## src/rtl/rx_polling_detect.sv

```systemverilog
// Rx-side Detect/Polling substate engine: issues finishRx/gotoRx requests and the detected-lane write to the main LTSSM.
// Optional macro RX_POLL_TIMEOUT_EN enables the pollingActive/pollingConfiguration timeouts.
module rx_polling_detect #(
  parameter int DETECT_QUIET_CYCLES = 1200,
  parameter int POLL_ACTIVE_TIMEOUT = 2400,
  parameter int POLL_CONFIG_TIMEOUT = 4800,
  parameter int TS_COUNT            = 8
) (
  input  logic       clk,
  input  logic       reset,
  input  logic [3:0] substateRx,
  input  logic       elecIdleExit,
  input  logic       rxDetectValid,
  input  logic [4:0] rxDetectLanes,
  input  logic       tsValid,
  input  logic       tsType,
  input  logic       tsLinkPad,
  input  logic       tsLanePad,
  output logic       finishRx,
  output logic [3:0] gotoRx,
  output logic       writeNumberOfDetectedLanes,
  output logic [4:0] numberOfDetectedLanesOut
);

  typedef enum logic [3:0] {
    SUB_DETECT_QUIET  = 4'd0,
    SUB_DETECT_ACTIVE = 4'd1,
    SUB_POLL_ACTIVE   = 4'd2,
    SUB_POLL_CONFIG   = 4'd3,
    SUB_CFG_LW_START  = 4'd4
  } substate_e;

`ifdef RX_POLL_TIMEOUT_EN
  localparam bit POLL_TIMEOUT_EN = 1'b1;
`else
  localparam bit POLL_TIMEOUT_EN = 1'b0;
`endif

  localparam logic [15:0] DQ_LAST   = 16'(DETECT_QUIET_CYCLES - 1);
  localparam logic [15:0] PA_LAST   = 16'(POLL_ACTIVE_TIMEOUT - 1);
  localparam logic [15:0] PC_LAST   = 16'(POLL_CONFIG_TIMEOUT - 1);
  localparam logic [3:0]  TS_TARGET = 4'(TS_COUNT);

  substate_e   sub;
  logic [3:0]  last_sub_q, last_sub_d;
  logic [15:0] timer_q, timer_d;
  logic [3:0]  ts_cnt_q, ts_cnt_d;
  logic        done_q, done_d;
  logic        finish_rx_q, finish_rx_d;
  logic [3:0]  goto_rx_q, goto_rx_d;
  logic        write_lanes_q, write_lanes_d;
  logic [4:0]  lanes_q, lanes_d;

  logic [15:0] timer_inc;
  logic [3:0]  ts_cnt_next;
  logic        ts_qual;
  logic        timeout_hit;

  assign sub = substate_e'(substateRx);

  always_comb begin
    last_sub_d    = substateRx;
    timer_d       = timer_q;
    ts_cnt_d      = ts_cnt_q;
    done_d        = done_q;
    finish_rx_d   = 1'b0;
    goto_rx_d     = goto_rx_q;
    write_lanes_d = 1'b0;
    lanes_d       = lanes_q;

    timer_inc = (timer_q == '1) ? timer_q : timer_q + 16'd1;
    ts_qual   = tsLinkPad && tsLanePad && ((sub == SUB_POLL_ACTIVE) || tsType);

    ts_cnt_next = ts_cnt_q;
    if (tsValid) begin
      if (ts_qual) ts_cnt_next = (ts_cnt_q < TS_TARGET) ? ts_cnt_q + 4'd1 : ts_cnt_q;
      else         ts_cnt_next = '0;
    end

    timeout_hit = POLL_TIMEOUT_EN &&
                  (timer_q == ((sub == SUB_POLL_ACTIVE) ? PA_LAST : PC_LAST));

    if (substateRx != last_sub_q) begin
      timer_d  = '0;
      ts_cnt_d = '0;
      done_d   = 1'b0;
    end else if (!done_q) begin
      case (sub)
        SUB_DETECT_QUIET: begin
          if (elecIdleExit || (timer_q == DQ_LAST)) begin
            finish_rx_d = 1'b1;
            goto_rx_d   = SUB_DETECT_ACTIVE;
            done_d      = 1'b1;
          end else begin
            timer_d = timer_inc;
          end
        end
        SUB_DETECT_ACTIVE: begin
          if (rxDetectValid) begin
            finish_rx_d = 1'b1;
            done_d      = 1'b1;
            if (rxDetectLanes != '0) begin
              lanes_d       = rxDetectLanes;
              write_lanes_d = 1'b1;
              goto_rx_d     = SUB_POLL_ACTIVE;
            end else begin
              goto_rx_d = SUB_DETECT_QUIET;
            end
          end
        end
        SUB_POLL_ACTIVE, SUB_POLL_CONFIG: begin
          ts_cnt_d = ts_cnt_next;
          // Success is judged on the post-update count so it beats a same-cycle timeout.
          if (ts_cnt_next == TS_TARGET) begin
            finish_rx_d = 1'b1;
            done_d      = 1'b1;
            goto_rx_d   = (sub == SUB_POLL_ACTIVE) ? SUB_POLL_CONFIG : SUB_CFG_LW_START;
          end else if (timeout_hit) begin
            finish_rx_d = 1'b1;
            done_d      = 1'b1;
            goto_rx_d   = SUB_DETECT_QUIET;
          end else begin
            timer_d = timer_inc;
          end
        end
        default: begin
          timer_d  = '0;
          ts_cnt_d = '0;
        end
      endcase
    end
  end

  always_ff @(posedge clk) begin
    if (reset) begin
      last_sub_q    <= '0;
      timer_q       <= '0;
      ts_cnt_q      <= '0;
      done_q        <= 1'b0;
      finish_rx_q   <= 1'b0;
      goto_rx_q     <= '0;
      write_lanes_q <= 1'b0;
      lanes_q       <= '0;
    end else begin
      last_sub_q    <= last_sub_d;
      timer_q       <= timer_d;
      ts_cnt_q      <= ts_cnt_d;
      done_q        <= done_d;
      finish_rx_q   <= finish_rx_d;
      goto_rx_q     <= goto_rx_d;
      write_lanes_q <= write_lanes_d;
      lanes_q       <= lanes_d;
    end
  end

  assign finishRx                   = finish_rx_q;
  assign gotoRx                     = goto_rx_q;
  assign writeNumberOfDetectedLanes = write_lanes_q;
  assign numberOfDetectedLanesOut   = lanes_q;

endmodule

```

## config.mk

```make
export PLATFORM = sky130hd
export DESIGN_NAME = rx_polling_detect
export DESIGN_NICKNAME = d
export VERILOG_FILES = /design/src/rtl/rx_polling_detect.sv
export SDC_FILE = /design/constraint.sdc
export NUM_CORES = 1
export LEC_CHECK = 0
export CAP_MARGIN = 30
export CORE_UTILIZATION = 42
export CTS_CLUSTER_DIAMETER = 80
export DETAILED_ROUTE_END_ITERATION = 16
export GPL_ROUTABILITY_DRIVEN = 0
export MAX_ROUTING_LAYER = met4
export PLACE_DENSITY_LB_ADDON = 0.1
export REMOVE_ABC_BUFFERS = 1
export SYNTH_ARGS = -nofsm -noshare
export SYNTH_HDL_FRONTEND = slang
export SYNTH_SLANG_ARGS = --single-unit
export TNS_END_PERCENT = 5
```

## constraint.sdc

```tcl
create_clock -name clk -period 2.4 [get_ports clk]
set_clock_uncertainty 0.2 [all_clocks]
set_input_delay 0.48 -clock clk [delete_from_list [all_inputs] [get_ports clk]]
set_output_delay 0.48 -clock clk [all_outputs]
set_load 0.03 [all_outputs]
```

### After elaboration in Yosys (flattened, before gate mapping)

Cells that the tools add are included.

| cells by class | value |
|---|---|
| magnitude comparators | 1 |
| equal/unequal tests | 12 |
| bitwise logic cells | 5 |
| muxes and demuxes | 20 |
| reductions and logical operators | 16 |
| add/subtract/negate cells | 2 |

Operators by type and width:

| cell | count |
|---|---|
| $mux W16 | 3 |
| $pmux W16 S3 | 1 |
| $mux W4 | 6 |
| $add A16 B1 Y16 const B | 1 |
| $eq A16 B11 Y1 const B | 1 |
| $eq A16 B16 Y1 const B | 1 |
| $pmux W4 S3 | 1 |
| $ne A2 B2 Y1 const B | 5 |
| $eq A4 B2 Y1 const B | 2 |
| $pmux W4 S2 | 1 |
| $reduce_and A6 Y1 | 1 |
| $reduce_or A2 Y1 | 3 |
| $mux W1 | 5 |
| $not A1 Y1 | 5 |
| $reduce_and A5 Y1 | 1 |
| $reduce_bool A5 Y1 | 1 |
| $reduce_or A5 Y1 | 1 |
| $add A4 B1 Y4 const B | 1 |
| $eq A4 B1 Y1 const B | 1 |
| $eq A4 B4 Y1 const B | 1 |
| $logic_not A4 Y1 | 1 |
| $lt A4 B4 Y1 const B | 1 |
| $ne A4 B4 Y1 | 1 |
| $reduce_and A4 Y1 | 1 |
| other kinds (8) | 10 |

| word-level totals | value |
|---|---|
| flip-flop bits (word level) | 36 |
| input bits | 17 |

### Depth between registers and ports, before layout

Gate-level depths: netlist of run 1.

| depth | value |
|---|---|
| depth after elaboration | 9 |
| mapped depth | 8 |
| gate-level depth less buffers | 7 |

### Least setup slack after synthesis of run 1

Ideal clock, no wire load.

| path | value |
|---|---|
| kind | register to register |
| start | register timer_q[0] |
| end | register timer_q[13] |
| setup slack | -81 ps |
| arrival | 2207 ps |
| setup time | 74 ps |
| stages on the path, launching flop included | 9 |
| data required time | 2126 ps |
| cells stage by stage | dfxtp_1 -> ha_1 -> and3_1 -> a41oi_1 -> a21oi_1 -> or4b_4 -> buf_6 -> or3_1 -> a31oi_1 |

| between the ends | value |
|---|---|
| cells in the longest elaborated chain, start to end | 4 |

Ends and longest elaborated chain:

| what | line | source |
|---|---|---|
| start, declared | 46 | `logic [15:0] timer_q, timer_d;` |
| start signal, assigned | 146 | `timer_q <= timer_d;` |
| $add A16 B1 Y16 (tied with other cells) | 71 | `timer_inc = (timer_q == '1) ? timer_q : timer_q + 16'd1;` |
| $mux W16 or $logic_or A1 B1 Y1 (tied branches) | 71, 90 |  |
| $mux W16 (tied with other cells) | 114 | `if (ts_cnt_next == TS_TARGET) begin` |
| $pmux W16 S3 or $reduce_and A4 Y1 (tied branches) | n/a |  |

Parallel ways exist; a longest one is shown, timed or not. The select of a mux whose other input is x is not followed.
A chain may end at the register's enable or synchronous reset.

### Worst setup path after layout of run 1

| path | value |
|---|---|
| start | register ts_cnt_q[1] |
| end | register timer_q[15] |

| between the ends | value |
|---|---|
| cells in the longest elaborated chain, start to end | 7 |

Ends and longest elaborated chain:

| what | line | source |
|---|---|---|
| start, declared | 47 | `logic [3:0] ts_cnt_q, ts_cnt_d;` |
| start signal, assigned | 147 | `ts_cnt_q <= ts_cnt_d;` |
| $add A4 B1 Y4 or $lt A4 B4 Y1 (tied branches) | 76 | `if (ts_qual) ts_cnt_next = (ts_cnt_q < TS_TARGET) ? ts_cnt_q + 4'd1 : ts_cnt_q;` |
| $mux W4 (2 in series) | 76 |  |
| $mux W4 (*) | 75 | `if (tsValid) begin` |
| $eq A4 B4 Y1 (*) | 114 |  |
| $ne A2 B2 Y1 (no line) (*) | n/a |  |
| $reduce_and A4 Y1 (no line) (*) | n/a |  |

Every way passes the cells marked *; elsewhere a longest branch is shown, timed or not.

==> results.md, run 1 <==
- Synth Register Bits: 35
- Async set-or-reset flop fraction in the synthesized netlist: 0
- Drt wl/cell: 13.40 um
- Classification of the worst-slack hold path: flip-flop to flip-flop
- Post-route design area: 0.002778 mm2
- CP startpoint kind: flip-flop
- Combinational group share of total power: 0.128
- Total stage count of the critical path: 8
- Gate family responsible for the most delay along the worst path: simple AND/OR/NAND/NOR gates
- CTS clock-pin slew for the worst setup and hold paths: 70 ps
- Proportion of synthesized chip area in sequential cells: 0.3846
- CTS root buffer: clkbuf_8
- Nets: 327
- Global route total overflow: 0
- Data required time of the worst path: 2420 ps
- Share of the core filled with cells in the final layout: 0.6797
- Top post-synthesis cells by area: dfxtp_1, nor2_1, nand3_1
- First-pass GRT wire length: 7838 um
- Register-to-register setup slack: -70 ps
- Maximum fanout along the worst path: 8
- Terminus of the critical flop-to-flop path: timer_q[15]$_SDFFE_PP0P_
- Max IR drop VDD: 326.3 uV
- CTS Sinks: 35
- Minimum hold slack: 280.7 ps
- Sequential group share of total power: 0.485
- Setup-violating endpoint count in the final report: 5
- Port Buf Inserts: 26
- Achievable frequency: 404.6 MHz
- Fraction of power spent switching nets: 0.2320
- Most frequent cells in the layout: buf_4, nor2_1, dfxtp_1, clkdlybuf4s50_1, nand3_1
- Result of the run: finished with violations
- Max Transition Viols Final: 0
- WP data arrival: 2490 ps
- Placed standard-cell area: 0.002497 mm2
- CTS buffer count: 5
- Io pins: 28
- Hold Fails Final Rpt: 0
- Cell accounting for the most synthesized area: dfxtp_1
- Layout cell share with drive strength beyond 1: 0.3204
- Relative area change from synthesis to final layout: 52.47%
- Final antenna-violating net count: 0
- Post-DP HPWL: 3403 um
- End point of the critical path: timer_q[15]$_SDFFE_PP0P_
- Most common cell after layout, fill and taps aside: buf_4
- Setup TNS: -180.0 ps
- TritonCTS clock tree: built
- Cell breakdown of the critical path: ha_4 -> nor2_2 -> a22oi_2 -> and4b_1 -> or4b_4 -> buf_6 -> or3_4 -> a21oi_2
- Final Critical Period: 2472 ps
- Rows: 23
- Number of filler instances in the final layout: 341
- Vias after detailed routing: 1959
- Core area: 0.004086 mm2
- Count of unique library cells instantiated by Yosys: 49
- Per-instance average area after synthesis: 8.169 um2
- Remaining routing DRC violations: 0
- RSZ-0062 raised after global routing: yes
- Number of inserted diodes: 0
- Number of global-route vias before repair: 1837
- Global-route usage over all layers: 0.2317
- Die width: 67.86 um
- Internal Dissipation: 0.9303 mW
- Clk Latency, worst-skew pair: 280 ps
- Crit path kind: flip-flop to flip-flop
- Syn Std Cell Area: 0.001822 mm2
- Antenna violations before repair: 0
- Effective utilization at floorplan: 0.4458
- Maximum count of clock buffers along a single path: 2
- Critical Path Max Stage Delay: 550 ps
- Post-route fraction of the period consumed by the critical path: 1.030
- H-tree depth: 2
- 1st-iter DRT viols: 90
- Count of max-cap constraint violations: 0
- Element type at the critical path end: flip-flop
- Worst path setup slack after routing: -71.62 ps
- Die Span Y: 67.86 um
- CP bufs+invs: 1
- Drt total wl: 4810 um
- Crit Reg-Reg Startpoint: ts_cnt_q[1]$_SDFFE_PP0P_
- First drt pass iteration count: 7
- Portion of synthesized cell area occupied by the leading cell type: 0.3846
- Failing checks: setup timing
- Launch point of the critical path: ts_cnt_q[1]$_SDFFE_PP0P_
- Static leakage: 1.115 nW
- Vias per cell: 5.457
- Maximum number of pins on one net before global-route repair: 15
- Clk pwr share: 0.387
- Number of synthesis warnings: 0
- Number of enable-type register cells in the synthesized netlist: 0
- Pre-CTS WS: -652.5 ps
- Floorplan die area: 0.004605 mm2
- Critical-path cell with the highest stage delay: or4b_4
- Post-synthesis instance total: 223
- Pwr dens: 436.1 mW/mm2
- Number of cells on the worst reg-to-reg path: 8
- Prevailing post-synth register cell: dfxtp_1
- Power spent charging and discharging nets: 0.2810 mW
power by group through the flow:
| stage | clock, mW | combinational, mW | sequential (mW) |
|---|---|---|---|
| final | 0.469 | 0.155 | 0.588 |
| after global routing | 0.506 | 0.169 | 0.588 |
| after CTS | 0.480 | 0.150 | 0.587 |
| after detailed placement | 0 | 0.139 | 0.601 |
| after global placement | 0 | 0.139 | 0.600 |
| after floorplan | 0 | 0.0465 | 0.601 |
cell usage after synthesis (3+ instances only):
cell type,count
a21oi_1,14
a31oi_1,3
and3_1,4
clkbuf_1,5
dfxtp_1,35
inv_1,4
mux2i_1,7
nand2_1,16
nand3_1,20
nand4_1,3
nor2_1,37
nor2b_1,4
nor3_1,4
o21ai_0,9
o221a_2,5
or3_1,4
or4_1,4
xor2_1,3
worst min-delay path by stage:
stage	startpoint	endpoint	cells after the start
4_1_cts	gotoRx[2]$_SDFFE_PP0P_	gotoRx[2]$_SDFFE_PP0P_	2
5_1_grt	gotoRx[0]$_SDFFE_PP0P_	gotoRx[0]$_SDFFE_PP0P_	2
6_report	gotoRx[2]$_SDFFE_PP0P_	gotoRx[2]$_SDFFE_PP0P_	2
2_1_floorplan	timer_q[1]$_SDFFE_PP0P_	timer_q[1]$_SDFFE_PP0P_	2
3_5_place_dp	gotoRx[2]$_SDFFE_PP0P_	gotoRx[2]$_SDFFE_PP0P_	2
3_3_place_gp	gotoRx[2]$_SDFFE_PP0P_	gotoRx[2]$_SDFFE_PP0P_	2
through the flow:
stage	total power [mW]	std cells
2_1_floorplan	0.6479	215
3_3_place_gp	0.7390	342
3_5_place_dp	0.7399	342
4_1_cts	1.217	358
5_1_grt	1.263	359
6_report	1.211	359
registers in the layout, summed over array words and instances, names as in the netlist:
name,cells
timer_q,16
writeNumberOfDetectedLanes,1
finishRx,1
gotoRx,3
done_q,1
ts_cnt_q,4
numberOfDetectedLanesOut,5
last_sub_q,4
worst register-to-register path, stage by stage (launching register included):
cell	delay (ps)
dfxtp_2	340
ha_4	260
nor2_2	30
a22oi_2	190
and4b_1	210
or4b_4	550
buf_6	150
or3_4	360
a21oi_2	120
cells by family after synthesis:
| logic type | after synthesis | synth area share |
|---|---|---|
| AND/OR/NAND/NOR | 117 | 0.3393 |
| other | 1 | 0.002058 |
| multiplexers | 7 | 0.03846 |
| AO/OA/AOI/OAI | 44 | 0.1662 |
| XOR/XNOR | 5 | 0.02404 |
| buffers and inverters | 12 | 0.03159 |
| flip-flops | 35 | 0.3846 |
| adder cells (fa/ha/maj) | 2 | 0.01373 |
final cells by class:
cell class,count,area [um2],area share
repair buffers,86,720.7,0.2595
clock buffers,8,100.1,0.03604
multi-input cells,176,1174,0.4225
well taps,50,62.56,0.02252
inverters,4,15.01,0.005405
flip-flops and latches,35,705.7,0.2541
metal layers:
layer  track usage  part of all wire  wire length (um)  vias to the layer above
li1              -                 -                 -                      985
met1        0.2918              0.47              2254                      897
met2        0.3713              0.46              2202                       71
met3       0.04167             0.059               284                        6
met4       0.08073             0.014                68                        0
met5             -                 0                 0                        -
what timing repair did:
item	in CTS	in global routing
pin swaps	8	7
buffers inserted	8	0
resized for setup	20	17
hold buffers	0	0
endpoints found under the setup margin	23	28
gates cloned	0	1
(Power assumes the default switching activity.)
==> run 2: changes to the inputs <==
--- a/config.mk
+++ b/config.mk
@@ -6,13 +6,16 @@
 export NUM_CORES = 1
 export LEC_CHECK = 0
 export CAP_MARGIN = 30
-export CORE_UTILIZATION = 42
+export CELL_PAD_IN_SITES_DETAIL_PLACEMENT = 2
+export CELL_PAD_IN_SITES_GLOBAL_PLACEMENT = 2
+export CORE_UTILIZATION = 28
 export CTS_CLUSTER_DIAMETER = 80
 export DETAILED_ROUTE_END_ITERATION = 16
 export GPL_ROUTABILITY_DRIVEN = 0
 export MAX_ROUTING_LAYER = met4
 export PLACE_DENSITY_LB_ADDON = 0.1
 export REMOVE_ABC_BUFFERS = 1
+export SETUP_SLACK_MARGIN = 0.05
 export SYNTH_ARGS = -nofsm -noshare
 export SYNTH_HDL_FRONTEND = slang
 export SYNTH_SLANG_ARGS = --single-unit
==> run 2 against run 1 <==
  * Register-to-register slack got worse by 90 ps
  * Clock-buffer cell count unchanged
  * Setup slack got worse by 87 ps
  * Largest cell class unchanged
  * Highest routed layer unchanged
  * First-iteration DRC count up 7.8%
  * The flow still finishes with violations (setup timing)
  * Fmax down 3.4%
  * Critical path depth did not move
==> results.md, run 2 (synthesis gave the netlist of run 1 again) <==
- Port Buf Inserts: 26
- Layout cell share with drive strength beyond 1: 0.3533
- Io pins: 28
- Terminus of the critical flop-to-flop path: timer_q[7]$_SDFFE_PP0P_
- Effective utilization at floorplan: 0.2885
- Static leakage: 1.188 nW
- Die Span Y: 82.66 um
- Final Critical Period: 2559 ps
- Register-to-register setup slack: -160 ps
- Failing checks: setup timing
- CTS Sinks: 35
- Data required time of the worst path: 2430 ps
- Number of cells on the worst reg-to-reg path: 8
- Crit Reg-Reg Startpoint: ts_cnt_q[0]$_SDFFE_PP0P_
- Worst path setup slack after routing: -159.1 ps
- Most common cell after layout, fill and taps aside: buf_4
- Maximum fanout along the worst path: 5
- Final antenna-violating net count: 0
- CTS root buffer: clkbuf_8
- Rows: 29
- Most frequent cells in the layout: buf_4, nor2_1, dfxtp_1, nand3_1, clkdlybuf4s50_1
- CTS buffer count: 5
- Number of buffers inserted by hold repair at cts: 0
- Crit path kind: flip-flop to flip-flop
- Maximum count of clock buffers along a single path: 2
- Number of inserted diodes: 0
- Global route total overflow: 0
- CP startpoint kind: flip-flop
- Start point of the worst min-delay path: gotoRx[2]$_SDFFE_PP0P_
- Hold Crit Depth: 2
- Clk Latency, worst-skew pair: 300 ps
- WP data arrival: 2590 ps
- Die width: 82.66 um
- Vias after detailed routing: 2113
- Post-route fraction of the period consumed by the critical path: 1.066
- CTS clock-pin slew for the worst setup and hold paths: 80 ps
- First-pass GRT wire length: 11150 um
- Drt total wl: 7572 um
- Achievable frequency: 390.8 MHz
- Count of max-cap constraint violations: 0
- Core area: 0.006314 mm2
- H-tree depth: 2
- RSZ-0062 raised after global routing: yes
- Classification of the worst-slack hold path: flip-flop to flip-flop
- Relative area change from synthesis to final layout: 63.05%
- Setup TNS: -1364 ps
- First drt pass iteration count: 4
- Pwr dens: 422.5 mW/mm2
- 1st-iter DRT viols: 97
- End of the worst hold path: gotoRx[2]$_SDFFE_PP0P_
- Floorplan die area: 0.006833 mm2
- Nets: 335
- Number of filler instances in the final layout: 697
- Maximum number of pins on one net before global-route repair: 15
- Post-DP HPWL: 4824 um
- Total design power: 1.255 mW
- Result of the run: finished with violations
- Vias per cell: 5.363
- Global-route usage over all layers: 0.2320
- Setup-violating endpoint count in the final report: 16
- Number of global-route vias before repair: 2230
- Drt wl/cell: 19.22 um
- Max IR drop VDD: 227.8 uV
- Hold Fails Final Rpt: 0
- Number of flip-flops in the largest register: 16
- Remaining routing DRC violations: 0
- Max Transition Viols Final: 0
- Antenna violations before repair: 0
- Element type at the critical path end: flip-flop
- TritonCTS clock tree: built
- Most flops, register: timer_q
run 2: routing by layer:
metal | part of all wire | global-route usage | vias up
li1 | - | - | 1003
met4 | 0.022 | 0.04828 | 0
met5 | 0 | - | -
met3 | 0.029 | 0.05385 | 14
met1 | 0.43 | 0.2668 | 1048
met2 | 0.52 | 0.4090 | 48
run 2: worst max-delay path, stage by stage (launching register included):
cell and delay [ps]:
dfxtp_2 340, ha_4 260, nor2_2 40, a22oi_2 220
and4b_1 240, buf_4 140, or4b_4 520, or3b_4 410
a21oi_2 110
run 2: metrics by stage:
step	cell area [um2]	cells	worst slack (ps)	hold WS [ps]	util
after global placement	2574	373	-618.1	261.8	0.4077
final	2970	394	-159.1	274.2	0.4705
after detailed placement	2574	373	-670.3	269.5	0.4077
after floorplan	1779	215	-108.9	261.8	-
after global routing	2970	394	-226.3	316.0	0.4705
after CTS	2867	391	-131.1	280.1	0.4540
run 2: area by class of cell:
| type | count | area, um2 | area share |
|---|---|---|---|
| tap | 77 | 96.34 | 0.03243 |
| multi-input combinational | 177 | 1241 | 0.4179 |
| timing repair buffer | 93 | 807.0 | 0.2717 |
| inverter | 4 | 15.01 | 0.005055 |
| clock buffer | 8 | 100.1 | 0.03370 |
| sequential | 35 | 710.7 | 0.2393 |
run 2: where the power goes:
group | internal (mW) | switching, mW
sequential | 0.583 | 0.00382
combinational | 0.0902 | 0.0874
clock | 0.262 | 0.228
run 2: how the worst max path moves through the flow:
stage / depth (start not counted) / endpoint / slack [ps] / from
5_1_grt: 8 / timer_q[7]$_SDFFE_PP0P_ / -230 / ts_cnt_q[0]$_SDFFE_PP0P_
4_1_cts: 7 / timer_q[5]$_SDFFE_PP0P_ / -130 / ts_cnt_q[0]$_SDFFE_PP0P_
3_5_place_dp: 7 / timer_q[5]$_SDFFE_PP0P_ / -670 / tsValid
2_1_floorplan: 7 / timer_q[5]$_SDFFE_PP0P_ / -110 / timer_q[0]$_SDFFE_PP0P_
3_3_place_gp: 7 / timer_q[5]$_SDFFE_PP0P_ / -620 / tsValid
6_report: 8 / timer_q[7]$_SDFFE_PP0P_ / -160 / ts_cnt_q[0]$_SDFFE_PP0P_
run 2: what timing repair did:
item / 4_1_cts / 5_1_grt
gates cloned: 1 / 0
gates resized for setup: 29 / 26
endpoints found under the setup margin: 27 / 26
buffers inserted: 9 / 4
pin swaps: 15 / 17
hold endpoints to repair: 0 / 0
